<file path="src/rtl/pwm_shadowed_multi.sv">
// Multi-channel PWM sharing one prescaled timer with edge/center alignment.
// Duty, period and prescale are shadowed and only take effect at a period boundary.
module pwm_shadowed_multi #(
   parameter int Resolution    = 8,
   parameter int AddressWidth  = 2,
   parameter int PrescaleWidth = 8
) (
   input  logic                           clk,
   input  logic                           rst,
   input  logic                           ce,
   input  logic [1:0]                     wsel,
   input  logic [AddressWidth-1:0]        addr,
   input  logic [Resolution-1:0]          D,
   input  logic [(2**AddressWidth)-1:0]   pol,
   output logic [(2**AddressWidth)-1:0]   O,
   output logic                           sync
);

   localparam int N = 2**AddressWidth;

   localparam logic [1:0] SEL_DUTY     = 2'd0;
   localparam logic [1:0] SEL_PERIOD   = 2'd1;
   localparam logic [1:0] SEL_PRESCALE = 2'd2;
   localparam logic [1:0] SEL_CONTROL  = 2'd3;

   typedef enum logic {
      DIR_UP   = 1'b0,
      DIR_DOWN = 1'b1
   } dir_t;

   logic [Resolution-1:0]    period_pending_reg;
   logic [Resolution-1:0]    period_active_reg;
   logic [PrescaleWidth-1:0] prescale_pending_reg;
   logic [PrescaleWidth-1:0] prescale_active_reg;
   logic                     enable_reg;
   logic                     mode_reg;
   logic [Resolution-1:0]    timer_reg;
   logic [Resolution-1:0]    timer_next;
   logic [PrescaleWidth-1:0] pcnt_reg;
   logic [PrescaleWidth-1:0] pcnt_next;
   dir_t                     dir_reg;
   dir_t                     dir_next;
   logic                     sync_next;
   logic                     load;
   logic                     tick;
   logic                     wr_control;
   logic                     enable_rise;
   logic [PrescaleWidth-1:0] prescale_wdata;
   logic [N-1:0]             raw;

   generate
      if (PrescaleWidth <= Resolution) begin : g_pw_narrow
         assign prescale_wdata = D[PrescaleWidth-1:0];
      end else begin : g_pw_wide
         assign prescale_wdata = {{(PrescaleWidth-Resolution){1'b0}}, D};
      end
   endgenerate

   assign wr_control  = ce && (wsel == SEL_CONTROL);
   assign enable_rise = wr_control && D[0] && !enable_reg;
   assign tick        = (pcnt_reg == prescale_active_reg);

   // Timer/direction next state; load marks the edge where shadows are copied.
   always_comb begin
      timer_next = timer_reg;
      pcnt_next  = pcnt_reg;
      dir_next   = dir_reg;
      sync_next  = 1'b0;
      load       = enable_rise;
      if (!enable_reg) begin
         timer_next = '0;
         pcnt_next  = '0;
         dir_next   = DIR_UP;
         sync_next  = enable_rise;
      end else begin
         if (tick) begin
            pcnt_next = '0;
         end else begin
            pcnt_next = pcnt_reg + 1'b1;
         end
         if (!mode_reg) begin
            dir_next = DIR_UP;
         end
         if (tick) begin
            if (period_active_reg == '0) begin
               timer_next = '0;
               dir_next   = DIR_UP;
            end else if (!mode_reg) begin
               timer_next = (timer_reg == period_active_reg) ? '0 : timer_reg + 1'b1;
            end else if ((timer_reg == period_active_reg) ||
                         ((dir_reg == DIR_DOWN) && (timer_reg != '0))) begin
               timer_next = timer_reg - 1'b1;
               dir_next   = DIR_DOWN;
            end else begin
               timer_next = timer_reg + 1'b1;
               dir_next   = DIR_UP;
            end
            if (timer_next == '0) begin
               sync_next = 1'b1;
               load      = 1'b1;
            end
         end
      end
   end

   always_ff @(posedge clk or posedge rst) begin
      if (rst) begin
         period_pending_reg   <= '0;
         period_active_reg    <= '0;
         prescale_pending_reg <= '0;
         prescale_active_reg  <= '0;
         enable_reg           <= 1'b0;
         mode_reg             <= 1'b0;
         timer_reg            <= '0;
         pcnt_reg             <= '0;
         dir_reg              <= DIR_UP;
         sync                 <= 1'b0;
         O                    <= '0;
      end else begin
         timer_reg <= timer_next;
         pcnt_reg  <= pcnt_next;
         dir_reg   <= dir_next;
         sync      <= sync_next;
         O         <= enable_reg ? (raw ^ pol) : '0;
         if (ce && (wsel == SEL_PERIOD)) begin
            period_pending_reg <= D;
         end
         if (ce && (wsel == SEL_PRESCALE)) begin
            prescale_pending_reg <= prescale_wdata;
         end
         // Shadows copy the value held before any write on this same edge.
         if (load) begin
            period_active_reg   <= period_pending_reg;
            prescale_active_reg <= prescale_pending_reg;
         end
         if (wr_control) begin
            enable_reg <= D[0];
            mode_reg   <= D[1];
         end
      end
   end

   genvar gi;
   generate
      for (gi = 0; gi < N; gi++) begin : g_ch
         logic [Resolution-1:0] duty_pending_reg;
         logic [Resolution-1:0] duty_active_reg;

         always_ff @(posedge clk or posedge rst) begin
            if (rst) begin
               duty_pending_reg <= '0;
               duty_active_reg  <= '0;
            end else begin
               if (ce && (wsel == SEL_DUTY) && (addr == AddressWidth'(gi))) begin
                  duty_pending_reg <= D;
               end
               if (load) begin
                  duty_active_reg <= duty_pending_reg;
               end
            end
         end

         assign raw[gi] = (duty_active_reg > timer_reg);
      end
   endgenerate

endmodule
</file>
<file path="config.mk">
export PLATFORM = sky130hd
export DESIGN_NAME = pwm_shadowed_multi
export DESIGN_NICKNAME = d
export VERILOG_FILES = /design/src/rtl/pwm_shadowed_multi.sv
export SDC_FILE = /design/constraint.sdc
export NUM_CORES = 1
export LEC_CHECK = 0
export ABC_AREA = 1
export BUFFER_PORTS_ARGS = -buffer_cell sky130_fd_sc_hd__buf_2
export CORE_MARGIN = 1.5
export CORE_UTILIZATION = 55
export DETAILED_ROUTE_END_ITERATION = 8
export PLACE_DENSITY = 0.75
export SYNTH_ARGS = -nofsm -noshare
export SYNTH_HDL_FRONTEND = slang
export SYNTH_SLANG_ARGS = --single-unit
</file>
<file path="constraint.sdc">
create_clock -name clk -period 3.6 [get_ports clk]
set_clock_uncertainty 0.2 [all_clocks]
set_input_delay 0.54 -clock clk [delete_from_list [all_inputs] [get_ports clk]]
set_output_delay 0.54 -clock clk [all_outputs]
set_load 0.05 [all_outputs]
</file>
; Word level (Yosys, flattened, before mapping)
; Cells that the tools add are included.
[word_totals]
register_bits = 120
latch_bits = 0
ram_bits = 0
mem_bits_ro = 0
in_bits = 19
elab_cells = 77
memories = 0
[op_classes]
add_sub_neg = 3
mul = 0
div_mod_pow = 0
magnitude_cmp = 4
n_eq_ne = 9
shifts = 0
mux = 23
bitwise_logic = 1
n_reduce_logical = 18
[ops]
columns = op, n
row1 = 8-bit two-way mux, 10
row2 = 8-bit > comparator, 4
row3 = "8-bit by 1-bit adder with 8-bit output, second input constant", 2
row4 = 8-bit equality test, 2
row5 = 8-bit logical NOT, 2
row6 = 1-bit two-way mux, 12
row7 = 1-bit logical AND, 11
row8 = "2-bit equality test, second input constant", 4
row9 = 8-bit nonzero test, 1
row10 = "8-bit by 1-bit subtractor with 8-bit output, second input constant", 1
row11 = "2-bit by 1-bit equality test with 1-bit output, second input constant", 2
row12 = 2-bit logical NOT, 2
row13 = 4-bit two-way mux, 1
row14 = 4-bit bitwise XOR, 1
row15 = "2-bit by 1-bit != test with 1-bit output, second input constant", 1
row16 = 1-bit logical NOT, 1
row17 = 1-bit logical OR, 1

; Logic depth before layout (Yosys ltp)
[logic_depth]
ltp_word = 12
ltp_mapped = 18
mapped_depth_nobuf = 16

; Worst setup path after synthesis
; Ideal clock, no wire load.
[synth_timing]
kind = reg2reg
start = register timer_reg[0]
end = register g_ch[0].duty_active_reg[0]
t_arrival_ps = 1915
required_ps = 3283
setup_slack_ps = 1368
path_stages_with_launch = 16
path_buffers = 2
cell_sequence = dfrtp_1 -> inv_2 -> ha_1 -> inv_1 -> nor2_1 -> nand2_1 -> xor2_1 -> nand3_1 -> nand3_1 -> nand3_1 -> nor2_1 -> nand2_2 -> buf_6 -> buf_4 -> nand3_1 -> nand2_1
[synth_via]
elab_chain_cells = 12
word_cells_on_any_way = 16
cone_classes = add/sub (2) / eq/ne (1) / mux (9) / reduce/logical (4)
[synth_lines]
columns = item, line_no
row1 = "start, declared", 37  ; logic [Resolution-1:0] timer_reg;
row2 = "start signal, assigned", 120  ; timer_reg <= timer_next;
row3 = "parallel branches: the longest is 4 deep, another holds 8-bit by 1-bit adder with 8-bit output", n/a
row4 = 8-bit two-way mux *, 88  ; end else if (!mode_reg) begin
row5 = 8-bit two-way mux *, 85  ; if (period_active_reg == '0) begin
row6 = 8-bit two-way mux *, 84  ; if (tick) begin
row7 = 8-bit two-way mux *, 70  ; if (!enable_reg) begin
row8 = 8-bit logical NOT *, 98  ; if (timer_next == '0) begin
row9 = 1-bit two-way mux *, 98
row10 = 1-bit two-way mux *, 84
row11 = 1-bit two-way mux *, 70
row12 = "end signal, assigned", 158  ; duty_active_reg <= duty_pending_reg;
row13 = "end, declared", 147  ; logic [Resolution-1:0] duty_active_reg;
; Every way passes the cells marked *. The select of a mux whose other input is x is not followed.
; A chain may end at the register's enable or synchronous reset.

; Final worst setup path
[layout_timing]
start = register timer_reg[0]
end = register g_ch[0].duty_active_reg[6]
; The elaborated chain is that of the path after synthesis.

==> summary.txt <==
Status
  – Status: completed

Synth
  – Syn nets: 753
  – Netlist Area Pre-Place: 5950 sq um
  – Seq/Total Area, Yosys: 50.4%
  – Async SR Flop Fraction: 100%
  – Synth Flop Type: dfrtp_1
  – Post-synthesis compound-gate area fraction: 8.26%
  – Synth Register Bits: 120
  – Most frequent cell after synthesis: nand2_1
  – Post-synth top area share: 50.4%
  – Proportion of synthesized area in mux cells: 0%
  – Library cells used by synthesis: 29
  – Simple-Gate Fraction of Synth Area: 25.3%
  – Largest family of logic cells by synthesized area: simple AND/OR/NAND/NOR gates
  – Largest area contributor in the netlist: dfrtp_1
  – Number of synthesized flops with an enable pin: 0
  – Yosys warns: 0
  – Xor and xnor area share after synthesis: 3.38%
  – Ranking of synthesized cells by area: dfrtp_1 (50%), nand2_1 (14%), ha_1 (7.6%)
  – Post-Syn Instances: 698
  – Most frequent cells after synthesis: nand2_1 (223), dfrtp_1 (120), nand3_1 (80), o21ai_0 (63), ha_1 (36)
  – Adder-cell share of the synthesized area: 7.57%
  – Syn_area_per_cell: 8.53 sq um

Power and ir drop
  – P_sw: 1.85 mW
  – Seq pwr share: 37.8%
  – VDD IR max: 431 uV
  – Sw Share: 34.5%
  – P_int: 3.52 mW
  – PwrDens: 793 nW/um^2
  – Logic pwr share: 29.4%
  – Leak: 3.55 nW
  – Clock share of power: 32.8%

Worst setup path
  – Crit Path Class: flip-flop to flip-flop
  – CP max FO: 48
  – Worst Path Buf+Inv: 1
  – Arrival @ worst endpoint: 3.12 ns
  – Critical-path top delay cell: dfrtp_1
  – Crit path capture type: flip-flop
  – Max stage delay on crit path: 0.50 ns
  – Worst reg-to-reg setup slack: 0.75 ns
  – Nature of the critical path startpoint: flip-flop
  – Worst-path cell chain: ha_1 > nand2_1 > nor2_1 > nand3_1 > nand2_1 > nand3b_1 > nand3_1 > a21oi_1 > nor2_1 > nand2_2 > buf_4 > nand3_1 > nand2_1
  – Worst Path Required: 3.87 ns
  – CP delay by family, top: simple AND/OR/NAND/NOR gates

Routing
  – DRT Pass-1 Iters: 5
  – Residual DRC: 0
  – DRT antenna net count: 0
  – Total number of vias: 4,868
  – Final wirelength: 14,100 microns
  – Drt via density: 5.60
  – DRT iter0 DRCs: 401
  – Drt wl/cell: 16.2 microns

Global route
  – Tot GR Track Use: 27.4%
  – Antenna violations before repair: 0
  – Vias in the first global route: 4,769
  – First-pass GRT wire length: 24,100 microns
  – Grt ovf: 0
  – Largest net degree at the start of global routing: 51

Floorplan
  – # IOs: 24
  – Chip width: 107 microns
  – Die height: 107 microns
  – Die ar.: 11,500 sq um
  – Starting Density: 57.2%
  – Row cnt: 37
  – Core ar.: 10,400 sq um

Cells and area
  – Area Overhead vs Synth: 13.7%
  – Nets: 775
  – ANT cells: 0
  – Final Core Density: 65.0%
  – Layout cell share with drive strength beyond 1: 10.5%
  – Filler cells: 864

STA
  – Max Slew Vio Count: 0
  – Post-route clock period utilization: 79.2%
  – Worst Max-Slew Pin Slew: 0.626 ns
  – Setup violators final: 0
  – Post-Route Setup TNS: 0 ns
  – RSZ-0062 raised after global routing: no
  – Min Clock Period, post-route: 2.85 ns
  – Slew HR: 58.1%
  – Peak Freq: 351 MHz
  – Final hold violations: 0

Run
  – MaxCap Viol Count: 0

CTS
  – Num CTS Buffers: 17
  – Post-cts resize count: 0
  – CTS tree: yes
  – CTS Root Cell: clkbuf_8
  – Max clock buf depth: 2
  – Clk_lat worst skew: 0.53 ns
  – Sink Count: 120
  – Clock slew seen by the registers of the worst setup and hold paths: 0.06 ns
  – H-tree Lvls: 4

Placement
  – Routability cong.: 0.963
  – PortBufs: 23
  – Dpl hpwl: 9540 microns

Worst hold path
  – Min-Delay Path Class: input pin to flip-flop
[area by class of cell]
class	count	area, sq um	share of cell area [%]
clock buffer	20	445	6.58
clock inverter	12	173	2.55
sequential	120	3000	44.4
tap	136	170	2.51
timing repair buffer	29	163	2.40
multi-input combinational	509	2650	39.2
inverter	43	165	2.44
[layout by cell type (no fill, tap or decap), types with 8 or more instances in the layout]
cell type / n
a21oi_1: 20
inv_2: 8
nand2_1: 223
nand3_1: 80
inv_1: 33
buf_2: 23
xor2_1: 14
clkbuf_16: 16
o21ai_0: 63
ha_1: 36
dfrtp_1: 120
nor2_1: 28
xnor2_1: 9
[stage by stage]
step / instances / setup WS (ns) / instance area (sq um) / total power, mW / hold WS [ns]
finish: 869 / 0.748 / 6770 / 5.37 / 0.0699
CTS: 869 / 0.788 / 6770 / 5.37 / 0.0477
global route: 869 / 0.507 / 6770 / 5.75 / 0.0963
detailed placement: 836 / 0.841 / 6140 / 3.58 / 0.251
floorplan: 698 / 1.37 / 5960 / 3.16 / 0.242
global placement: 836 / 0.827 / 6140 / 3.52 / 0.249
[worst paths after layout]
check,from,to,cells past startpoint
hold reg to reg,g_ch[0].duty_pending_reg[3],g_ch[0].duty_active_reg[3],2
setup / recovery,timer_reg[0],g_ch[0].duty_active_reg[6],13
min in group asynchronous,rst,g_ch[0].duty_pending_reg[2],3
max in group asynchronous,rst,O[2],4
setup reg to reg,timer_reg[0],g_ch[0].duty_active_reg[6],13
hold / removal,pol[2],O[2],3
[kinds of logic after synthesis]
family                   after synthesis
XOR/XNOR                              23
AO/OA/AOI/OAI                         94
adder cells (fa/ha/maj)               36
AND/OR/NAND/NOR                      356
flip-flops                           120
buffers and inverters                 69
[layer usage]
layer  vias up  wire length, microns  GRT usage, %
met2       175                  6340          39.5
met3        36                   975          6.81
met4         0                   357          11.9
met5         -                     0             0
met1      2311                  6420          39.2
li1       2346                     -             -
[worst reg2reg max path, cell delays in order, from the launching register on]
cell      delay (ns)
dfrtp_1         0.50
ha_1            0.25
nand2_1         0.11
nor2_1          0.20
nand3_1         0.10
nand2_1         0.10
nand3b_1        0.11
nand3_1         0.07
a21oi_1         0.23
nor2_1          0.09
nand2_2         0.09
buf_4           0.44
nand3_1         0.20
nand2_1         0.11
[repair_timing]
action	CTS	global route
buffers inserted	0	0
hold buffers	1	0
hold endpoints to repair	24	0
[power by group through the flow]
stage | sequential (mW) | combinational, mW | clock [mW]
2_1_floorplan | 1.97 | 1.20 | 0
3_3_place_gp | 2.03 | 1.49 | 0
3_5_place_dp | 2.04 | 1.54 | 0
4_1_cts | 2.02 | 1.57 | 1.78
5_1_grt | 2.06 | 1.84 | 1.85
6_report | 2.03 | 1.58 | 1.76
No activity file was read; power rests on OpenSTA's default activity.
